==> config.mk <==
export PLATFORM = sky130hd
export DESIGN_NAME = i2s_tx_unpacker
export DESIGN_NICKNAME = d
export VERILOG_FILES = /design/src/rtl/i2s_pkg.sv /design/src/rtl/i2s_tx_lane_sel.sv /design/src/rtl/i2s_tx_unpacker.sv
export SDC_FILE = /design/constraint.sdc
export NUM_CORES = 1
export LEC_CHECK = 0
export ABC_AREA = 1
export BUFFER_PORTS_ARGS = -buffer_cell sky130_fd_sc_hd__clkbuf_2
export CORE_ASPECT_RATIO = 0.7
export CORE_MARGIN = 2
export CORE_UTILIZATION = 55
export CTS_CLUSTER_DIAMETER = 50
export DETAILED_ROUTE_END_ITERATION = 7
export GPL_TIMING_DRIVEN = 0
export PLACE_DENSITY_LB_ADDON = 0.15
export SLEW_MARGIN = 40
export SYNTH_ARGS = -nofsm -noshare
export SYNTH_HDL_FRONTEND = slang
export SYNTH_SLANG_ARGS = --single-unit
==> constraint.sdc <==
create_clock -name sck_i -period 3.5 [get_ports sck_i]
set_input_delay 0.525 -clock sck_i [delete_from_list [all_inputs] [get_ports sck_i]]
set_output_delay 0.525 -clock sck_i [all_outputs]
set_load 0.02 [all_outputs]
==> src/rtl/i2s_pkg.sv <==
// i2s_pkg: shared definitions for the I2S TX unpacker and the lane selector.
//   I2S_SIZE_*      : cfg_size_i encodings (2'b11 is reserved and handled as 32-bit)
//   lanes_per_word  : number of samples carried by one 32-bit word for a given size
package i2s_pkg;

  localparam logic [1:0] I2S_SIZE_8  = 2'b00;
  localparam logic [1:0] I2S_SIZE_16 = 2'b01;
  localparam logic [1:0] I2S_SIZE_32 = 2'b10;

  function automatic logic [2:0] lanes_per_word(input logic [1:0] size);
    case (size)
      I2S_SIZE_8:  return 3'd4;
      I2S_SIZE_16: return 3'd2;
      default:     return 3'd1;
    endcase
  endfunction

endpackage

==> src/rtl/i2s_tx_lane_sel.sv <==
// i2s_tx_lane_sel: combinational lane extractor.
// Picks lane idx_i out of word_i for the given sample size and returns it
// right-aligned in 32 bits, sign-extended when sign_i is set (8/16-bit only).
// Ports:
//   word_i   [31:0] packed word
//   idx_i    [1:0]  lane index (lane 0 = least significant)
//   size_i   [1:0]  sample size encoding (i2s_pkg::I2S_SIZE_*)
//   sign_i          sign-extend narrow lanes
//   sample_o [31:0] extended sample
module i2s_tx_lane_sel
  import i2s_pkg::*;
(
  input  logic [31:0] word_i,
  input  logic [1:0]  idx_i,
  input  logic [1:0]  size_i,
  input  logic        sign_i,
  output logic [31:0] sample_o
);

  logic [7:0]  lane8;
  logic [15:0] lane16;

  assign lane8  = word_i[{idx_i, 3'b000} +: 8];
  // Only idx_i[0] matters for 16-bit lanes; a stale upper bit after a
  // mid-stream size change just aliases onto a valid lane.
  assign lane16 = word_i[{idx_i[0], 4'b0000} +: 16];

  always_comb begin
    sample_o = word_i;
    case (size_i)
      I2S_SIZE_8:  sample_o = {{24{sign_i & lane8[7]}}, lane8};
      I2S_SIZE_16: sample_o = {{16{sign_i & lane16[15]}}, lane16};
      default:     sample_o = word_i;
    endcase
  end

endmodule

==> src/rtl/i2s_tx_unpacker.sv <==
// i2s_tx_unpacker: splits 32-bit uDMA words into 1/2/4 right-aligned samples
// for the I2S TX channel FIFO. One word is held plus one output sample.
// Optional feature macro: I2S_TX_SIGN_EXT_EN (adds cfg_signed_i, enables
// sign extension of 8/16-bit samples). Default build zero-extends.
// Ports:
//   sck_i, rstn_i            bit clock, synchronous active-low reset
//   cfg_en_i                 enable; low flushes pending data
//   cfg_size_i [1:0]         00=8b, 01=16b, 10/11=32b
//   cfg_signed_i             sign-extend (only with I2S_TX_SIGN_EXT_EN)
//   in_data_i/valid/ready    packed word input
//   out_data_o/valid/ready   sample output (registered data/valid)
//   underrun_o               one-cycle pulse after a pull with no data
module i2s_tx_unpacker
  import i2s_pkg::*;
(
  input  logic        sck_i,
  input  logic        rstn_i,
  input  logic        cfg_en_i,
  input  logic [1:0]  cfg_size_i,
`ifdef I2S_TX_SIGN_EXT_EN
  input  logic        cfg_signed_i,
`endif
  input  logic [31:0] in_data_i,
  input  logic        in_valid_i,
  output logic        in_ready_o,
  output logic [31:0] out_data_o,
  output logic        out_valid_o,
  input  logic        out_ready_i,
  output logic        underrun_o
);

  logic [31:0] word_q, word_d;
  logic        full_q, full_d;
  logic [1:0]  idx_q, idx_d;
  logic [31:0] out_q, out_d;
  logic        out_valid_q, out_valid_d;
  logic        underrun_q, underrun_d;

  logic [1:0]  last_idx;
  logic        last;
  logic        load;
  logic        accept;
  logic        sign;
  logic [31:0] lane;

`ifdef I2S_TX_SIGN_EXT_EN
  assign sign = cfg_signed_i;
`else
  assign sign = 1'b0;
`endif

  assign last_idx = 2'(lanes_per_word(cfg_size_i) - 3'd1);
  assign last     = (idx_q == last_idx);
  assign load     = full_q & (~out_valid_q | out_ready_i);
  // Last-lane load frees the holding register in the same cycle, so the
  // next word can be taken without a bubble.
  assign in_ready_o = cfg_en_i & (~full_q | (load & last));
  assign accept     = in_valid_i & in_ready_o;

  i2s_tx_lane_sel u_lane_sel (
    .word_i   (word_q),
    .idx_i    (idx_q),
    .size_i   (cfg_size_i),
    .sign_i   (sign),
    .sample_o (lane)
  );

  always_comb begin
    word_d      = word_q;
    full_d      = full_q;
    idx_d       = idx_q;
    out_d       = out_q;
    out_valid_d = out_valid_q;
    underrun_d  = cfg_en_i & out_ready_i & ~out_valid_q;

    if (!cfg_en_i) begin
      full_d      = 1'b0;
      out_valid_d = 1'b0;
      idx_d       = 2'd0;
      underrun_d  = 1'b0;
    end else begin
      if (load) begin
        out_d       = lane;
        out_valid_d = 1'b1;
        if (last) begin
          idx_d  = 2'd0;
          full_d = 1'b0;
        end else begin
          idx_d = idx_q + 2'd1;
        end
      end else if (out_ready_i && out_valid_q) begin
        out_valid_d = 1'b0;
      end
      if (accept) begin
        word_d = in_data_i;
        full_d = 1'b1;
        idx_d  = 2'd0;
      end
    end
  end

  always_ff @(posedge sck_i) begin
    if (!rstn_i) begin
      word_q      <= '0;
      full_q      <= 1'b0;
      idx_q       <= '0;
      out_q       <= '0;
      out_valid_q <= 1'b0;
      underrun_q  <= 1'b0;
    end else begin
      word_q      <= word_d;
      full_q      <= full_d;
      idx_q       <= idx_d;
      out_q       <= out_d;
      out_valid_q <= out_valid_d;
      underrun_q  <= underrun_d;
    end
  end

  assign out_data_o  = out_q;
  assign out_valid_o = out_valid_q;
  assign underrun_o  = underrun_q;

endmodule

---- Word-level counts from Yosys, hierarchy flattened ----
Index checks and enable logic that the tools add are counted.
operators by class
  $add $sub $neg .......................... 2
  multiply operators ...................... 0
  div/mod/pow operators ................... 0
  $lt $le $gt $ge ......................... 0
  equality and inequality tests ........... 2
  shift-type cells ........................ 2
  muxes and demuxes ....................... 8
  bitwise gates (word level) .............. 12
  reductions and logical operators ........ 10
operator list
  cell                                                                 count
  32-bit one-hot mux with 2 select lines                               1
  32-bit by 6-bit indexed part select with 16-bit output               1
  32-bit by 6-bit indexed part select with 8-bit output                1
  2-bit AND reduction                                                  4
  1-bit AND                                                            6
  2-bit nonzero test                                                   3
  1-bit 2-to-1 mux                                                     5
  1-bit inverter                                                       4
  2-bit one-hot mux with 2 select lines                                1
  3-bit OR reduction                                                   1
  2-bit by 1-bit adder with 2-bit output (second input constant)       1
  2-bit by 1-bit == test with 1-bit output (second input constant)     1
  2-bit == test                                                        1
  2-bit logical NOT                                                    1
  2-bit 2-to-1 mux                                                     1
  1-bit OR                                                             2
  2-bit by 1-bit subtractor with 2-bit output (second input constant)  1
  1-bit logical AND                                                    1
storage, ports and cells
  register bits after elaboration ......... 69
  bits in latches ......................... 0
  RAM bits ................................ 0
  ROM bits ................................ 0
  bits of input ports ..................... 39
  output and inout bits ................... 35
  word-level logic and storage cells ...... 42
  memories ................................ 0

---- Logic depth before layout (Yosys ltp) ----
Gate-level depths: netlist of run 1.
  word-level depth ........................ 10
  mapped depth ............................ 12
  gate-level depth less buffers ........... 10

---- Modules after synthesis ----
From an unflattened synthesis of run 1, not the netlist that was laid out.
unflattened totals
  cells, all modules ...................... 639
  area total of the unflattened synthesis .. 3973.8 um2
modules (own cells, without submodules)
  module           times used  cells an instance  area each (um2)  seq. area each (um2)
  i2s_tx_unpacker  1           456                3061.7           1381.3
  i2s_tx_lane_sel  1           183                912.1            0.0

---- Least setup slack after synthesis of run 1 ----
OpenSTA, ideal clock, no wires.
  kind .................................... input -> output
  start ................................... input cfg_size_i[1]
  end ..................................... output in_ready_o
  data arrival time ....................... 1363 ps
  required time ........................... 2975 ps
  slack ................................... 1612 ps
  stages on the path ...................... 6
  path buffers ............................ 1
  cell sequence ........................... buf_4 > nor2_1 > nor2_1 > nor2_2 > nand2_2 > a21oi_1
on the way
  longest elaborated chain between the ends .. 7
RTL lines
  item                                                                           line                   source
  start: declaration                                                             i2s_tx_unpacker.sv:19  input logic [1:0] cfg_size_i,
  2-bit by 1-bit == test with 1-bit output or 2-bit logical NOT (tied branches)  i2s_pkg.sv:11          case (size)
  2-bit one-hot mux with 2 select lines *                                        i2s_pkg.sv:11
  2-bit by 1-bit subtractor with 2-bit output *                                  i2s_tx_unpacker.sv:52  assign last_idx = 2'(lanes_per_word(cfg_size_i) - 3'd1);
  2-bit == test *                                                                i2s_tx_unpacker.sv:53  assign last = (idx_q == last_idx);
  1-bit AND *                                                                    i2s_tx_unpacker.sv:57  assign in_ready_o = cfg_en_i & (~full_q | (load & last));
  1-bit OR *                                                                     i2s_tx_unpacker.sv:57
  1-bit AND *                                                                    i2s_tx_unpacker.sv:57
  end: declaration                                                               i2s_tx_unpacker.sv:25  output logic in_ready_o,
Every way passes the cells marked *; elsewhere a longest branch is shown, timed or not.

---- Worst setup path in the final report of run 1 ----
  start ................................... register full_q
  end ..................................... output in_ready_o
on the way
  longest elaborated chain between the ends .. 4
RTL lines
  item                      line                    source
  start: declaration        i2s_tx_unpacker.sv:33   logic full_q, full_d;
  start signal: assignment  i2s_tx_unpacker.sv:112  full_q <= full_d;
  1-bit AND                 i2s_tx_unpacker.sv:54   assign load = full_q & (~out_valid_q | out_ready_i);
  1-bit AND                 i2s_tx_unpacker.sv:57
  1-bit OR *                i2s_tx_unpacker.sv:57
  1-bit AND *               i2s_tx_unpacker.sv:57
Marks and branches as above.

==> results.py, run 1 <==
metrics = {
    "global_routing": {
        "antenna_found_initial": 0,
        "grt-ovfl-total": 0,
        "grt_pass1_vias": 3404,
        "grt_first_pass_wirelength_um": 16000,
        "grtUsageTotal": 0.291,
        "grt_max_degree": 12,
    },
    "finish": {
        "area_growth_syn_to_layout_pct": 17.4,
        "fillCellCount": 600,
        "drive_gt1_frac": 0.169,
        "finish.utilization": 0.661,
        "final_cells": 695,
        "final_net_count": 651,
        "n_antenna_cell": 0,
    },
    "critical_path": {
        "cp_data_required_time_ns": 2.97,
        "arrival_ns": 1.53,
        "crit_path_start_kind": "flip-flop",
        "crit_fanout": 4,
        "path_class": "flip-flop to primary output",
        "end_kind": "primary output",
    },
    "timing": {
        "min_period_ns": 2.06,
        "fin_crit_sh": 0.589,
        "slew_viol_final": 0,
        "final-setup-viol-count": 0,
        "fin_skew_ns": 0.00663,
        "max_slew.worst_pin.slew_ns": 0.643,
        "hold_violations": 0,
        "whs_ns": 0.417,
        "fmax_mhz": 485,
        "final.setup.worst_slack_ns": 1.44,
        "finalSetupTns_ns": 0,
        "max_slew_margin": 0.569,
        "rsz0062_at_grt": "false",
    },
    "floorplan": {
        "core-area_mm2": 0.00619,
        "start_util": 0.562,
        "dieArea_mm2": 0.00699,
        "core.rowCount": 24,
        "pin_count": 74,
        "die_h_um": 70.5,
        "die_x_um": 99.1,
    },
    "cts": {
        "clkTransAtPathRegs_ns": 0.07,
        "ctsHoldBuffers": 0,
        "worstSkewPairLatency_ns": 0.35,
        "cts_buffers": 9,
        "postCtsSetupRepairBufs": 0,
        "cts_resized": 0,
        "numClockSinks": 69,
        "cts_tree": "built",
        "clockRootBuffer": "clkbuf_8",
        "h-tree-depth": 3,
        "clockBufferDepth": 2,
    },
    "routing": {
        "drc": 0,
        "drt_iter0_markers": 294,
        "via_per_inst": 5.27,
        "first_pass_iters": 5,
        "routed_wl_um": 9750,
        "detail-route-antenna-nets": 0,
        "num_vias": 3666,
        "wl_per_cell_um": 14.0,
    },
    "placed_design": {
        "io_buffers": 70,
        "place_ws_ns": 1.52,
        "finalWeightedCongestion": 0.938,
        "dp.final_hpwl_um": 7480,
        "dp.cells": 679,
    },
    "synthesis": {
        "syn_inst": 531,
        "synth_seq_area_share": 0.397,
        "synth_area_mm2": 0.00348,
        "yosysWarnings": 0,
        "ys_seq_elements": 69,
        "synth_cell_types": 24,
        "synth_top_area_cell": "dfxtp_1",
        "synth_area_per_cell_um2": 6.55,
        "synth.top_cell.area_share": 0.397,
        "synth_area_leaders": "dfxtp_1 40%, nand2_1 13%, inv_1 11%, a21oi_1 6.2%, o21ai_0 6.0%",
        "synth_nets": 570,
    },
    "status": {
        "status": "finished clean",
    },
    "power": {
        "peakVddDrop_v": 0.000184,
        "leakagePower_nw": 2.01,
        "power_density_mw_per_mm2": 399,
    },
    "min_path": {
        "hold_path_class": "input port to flip-flop",
    },
    "flow_run": {
        "cap_violations": 0,
    },
}
sequential cells by signal, summed over array words and instances, names as in the netlist:
register     cells
underrun_o       1
word_q          32
full_q           1
out_valid_o      1
out_data_o      32
idx_q            2
Yosys cell counts, drive strengths merged:
library cell  instances
a41oi                 2
a31oi                 6
clkbuf               20
nor2                 42
a22oi                14
nor3                  1
nand3                17
o21ai                42
nand2               122
nand4                32
xor2                  1
a21oi                43
buf                  15
dfxtp                69
inv                 105
cell families after synthesis:
kind of cell | synth area share
and+or+nand+nor | 0.271
buffers and inverters | 0.161
AOI/OAI and AO/OA | 0.168
DFF | 0.397
xor gates and xnor gates | 0.00252
stage by stage:
stage          cell area (um2)  total power, mW
5_1_grt                   4090             1.70
2_1_floorplan             3480             1.01
4_1_cts                   4090             1.63
6_report                  4090             1.63
3_3_place_gp              3930             1.08
3_5_place_dp              3930             1.09
cells in the final DEF, fill, tap and decap left out:
cell / instances
a22oi_1: 14
buf_2: 7
a21oi_1: 43
clkinv_2: 4
buf_6: 3
nor2_2: 2
nor2_1: 39
nand2_4: 1
nand2_1: 119
dfxtp_1: 69
buf_1: 4
a31oi_1: 6
xor2_1: 1
a41oi_1: 2
clkbuf_2: 70
clkbuf_1: 22
inv_1: 103
nand3_1: 16
o21ai_0: 42
nand4_1: 32
nor3_1: 1
inv_2: 2
clkinvlp_4: 1
clkbuf_8: 9
nor2_4: 1
nand3_4: 1
nand2_2: 2
buf_4: 1
critical path: stages, from the launching register on:
cell	delay, ns
dfxtp_1	0.42
nand2_1	0.14
nor2_1	0.20
nand2_2	0.11
a21oi_1	0.13
clkbuf_2	0.18
final timing paths:
path,startpoint,to,slack (ns),cells past startpoint
max,full_q$_SDFFE_PN0P_,in_ready_o,1.44,5
min,out_ready_i,underrun_o$_SDFF_PN0_,0.42,3
min reg2reg,out_data_o[25]$_SDFFE_PN0P_,out_data_o[25]$_SDFFE_PN0P_,0.46,2
max reg2reg,idx_q[0]$_SDFFE_PP0N_,out_data_o[1]$_SDFFE_PN0P_,1.76,6
routing by layer:
metal  GRT usage  share of wire
met1       0.415           0.46
met3      0.0672           0.10
met4      0.0852          0.016
met2       0.445           0.42
met5           0              0
layout make-up:
type	instances	area (um2)	area share
Clock inverter	5	27.5	0.00674
Buffer	35	166	0.0407
Sequential cell	69	1380	0.338
Tap cell	78	97.6	0.0239
Timing Repair Buffer	70	350	0.0857
Inverter	105	394	0.0964
Clock buffer	11	131	0.0321
Multi-Input combinational cell	322	1540	0.376
where the power goes:
group / internal [mW] / switching [mW] / leakage [nW] / total [mW]
Combinational: 0.0822 / 0.152 / 1.37 / 0.234
Sequential: 0.818 / 0.0266 / 0.563 / 0.845
Clock: 0.252 / 0.298 / 0.0829 / 0.550
Total: 1.15 / 0.476 / 2.01 / 1.63
No activity file was read; power rests on OpenSTA's default activity.
==> run 2: changes to the inputs <==
CORE_UTILIZATION = 49   (was 55)
clock period = 1.85 ns   (was 3.5 ns; I/O delays follow)
==> run 2 against run 1 <==
Compared with the run above:
- first-iteration DRC count fell by 1.0%
- non-clock buffer count did not move
- clock power rose by 110%
- combinational power rose by 90%
- via count fell by 1.6%
- final area rose by 1.1%
- register-to-register slack got worse by 1.6 ns
- clock skew fell by 0.00064 ns
- highest routed layer unchanged
==> results.py, run 2 (synthesized netlist as in run 1, its figures left out) <==
metrics = {
    "cts": {
        "worstSkewPairLatency_ns": 0.35,
        "cts_tree": "built",
        "clkTransAtPathRegs_ns": 0.07,
        "cts_buffers": 9,
        "h-tree-depth": 3,
        "clockRootBuffer": "clkbuf_8",
        "numClockSinks": 69,
        "clockBufferDepth": 2,
        "postCtsSetupRepairBufs": 0,
    },
    "power": {
        "peakVddDrop_v": 0.000300,
        "pwr-share-seq": 0.496,
        "combPwrFrac": 0.138,
        "p_int_mw": 2.35,
        "clock_power_share": 0.366,
        "power_density_mw_per_mm2": 779,
        "netSwitchingFraction": 0.270,
        "p_sw_mw": 0.868,
        "finalPower_mw": 3.22,
        "leakagePower_nw": 2.02,
    },
    "placed_design": {
        "place_ws_ns": 0.135,
        "finalWeightedCongestion": 0.957,
        "dp.cells": 695,
        "dpl_cell_area_mm2": 0.00395,
        "io_buffers": 70,
        "dp.final_hpwl_um": 7440,
    },
    "timing": {
        "rsz0062_at_grt": "false",
        "fin_crit_sh": 0.946,
        "fin_skew_ns": 0.00598,
        "hold_violations": 0,
        "fmax_mhz": 572,
        "final.setup.worst_slack_ns": 0.101,
        "max_slew.worst_pin.slew_ns": 0.696,
        "max_slew_margin": 0.534,
        "final-setup-viol-count": 0,
        "finalSetupTns_ns": 0,
        "min_period_ns": 1.75,
        "slew_viol_final": 0,
    },
    "status": {
        "status": "finished clean",
    },
    "floorplan": {
        "die_h_um": 74.5,
        "dieArea_mm2": 0.00780,
        "die_x_um": 105,
        "pin_count": 74,
        "core-area_mm2": 0.00682,
        "core.rowCount": 25,
        "start_util": 0.510,
    },
    "global_routing": {
        "grt_max_degree": 11,
        "grt_first_pass_wirelength_um": 15500,
        "grt_pass1_vias": 3302,
        "grt-ovfl-total": 0,
        "grtUsageTotal": 0.257,
        "antenna_found_initial": 0,
    },
    "routing": {
        "first_pass_iters": 5,
        "drt_iter0_markers": 291,
        "wl_per_cell_um": 13.7,
        "via_per_inst": 5.09,
        "routed_wl_um": 9710,
        "num_vias": 3608,
        "drc": 0,
        "detail-route-antenna-nets": 0,
    },
    "finish": {
        "regArea_mm2": 0.00138,
        "final_common_cell": "nand2_1",
        "area_growth_syn_to_layout_pct": 18.7,
        "multi_input_area_mm2": 0.00154,
        "drive_gt1_frac": 0.169,
        "post-route-cell-area_mm2": 0.00413,
        "final_net_count": 651,
        "final_cells": 709,
        "final_cell_mix": "119 x nand2_1, 103 x inv_1, 70 x clkbuf_2",
        "n_antenna_cell": 0,
        "fillCellCount": 699,
    },
    "critical_path": {
        "worstPathCellList": "nand2_1, nand2_1, nor2_1, nand2_2, a21oi_1, clkbuf_2",
        "crit_slowest_cell": "dfxtp_1",
        "crit_path_frequent_cell": "nand2_1",
        "end_kind": "primary output",
        "critPathMaxStageDelay_ns": 0.33,
        "arrival_ns": 1.47,
        "cp_data_required_time_ns": 1.57,
        "path_class": "flip-flop to primary output",
        "crit_fanout": 4,
        "crit_path_start_kind": "flip-flop",
        "worst-path-buf-inv": 1,
        "path_delay_family": "simple AND/OR/NAND/NOR gates",
    },
    "min_path": {
        "hold_path_class": "input port to flip-flop",
    },
    "flow_run": {
        "cap_violations": 0,
    },
}
==> run 2: worst register-to-register path, stage by stage, from the launching register on <==
cell      delay, ns
dfxtp_2        0.36
inv_2          0.06
buf_2          0.21
clkbuf_1       0.38
o21ai_0        0.17
a22oi_1        0.24
a31oi_1        0.11
==> run 2: layer usage <==
| metal | part of all wire | track usage | up-vias | routed length [um] |
|---|---|---|---|---|
| met5 | 0 | 0 | - | 0 |
| met4 | 0.017 | 0.0919 | 0 | 162 |
| met3 | 0.082 | 0.0482 | 17 | 794 |
| met2 | 0.42 | 0.400 | 143 | 4080 |
| met1 | 0.48 | 0.361 | 1604 | 4670 |
| li1 | - | - | 1844 | - |
==> run 2: worst paths after layout <==
check	from	to	slack [ns]	cells after the start
setup / recovery	out_valid_o$_SDFFE_PN0P_	in_ready_o	0.10	6
hold / removal	out_ready_i	underrun_o$_SDFF_PN0_	0.18	3
setup reg to reg	idx_q[0]$_SDFFE_PP0N_	out_data_o[5]$_SDFFE_PN0P_	0.20	6
hold reg to reg	out_data_o[24]$_SDFFE_PN0P_	out_data_o[24]$_SDFFE_PN0P_	0.47	2
==> run 2: through the flow <==
step / util / hold WS (ns)
finish: 0.606 / 0.178
global route: 0.606 / 0.219
CTS: 0.605 / 0.174
detailed placement: 0.579 / 0.454
global placement: 0.579 / 0.455
floorplan: - / 0.437
==> run 2: cell type report <==
class	count	share of cell area
plain buffers	35	0.0403
repair buffers	70	0.0848
inverters	105	0.0954
clock buffers	12	0.0351
multi-input cells	322	0.372
flip-flops and latches	69	0.335
well taps	94	0.0285
clock inverters	2	0.00848
==> run 2: power by group through the flow <==
stage | Sequential (mW) | Clock, mW | Combinational [mW]
global route | 1.60 | 1.24 | 0.503
CTS | 1.59 | 1.19 | 0.440
finish | 1.59 | 1.18 | 0.444
floorplan | 1.63 | 0 | 0.290
detailed placement | 1.63 | 0 | 0.437
global placement | 1.63 | 0 | 0.426
==> run 2: repair_timing <==
action	CTS	global route
gates resized for setup	0	2
endpoints found under the setup margin	0	2
hold buffers	0	0
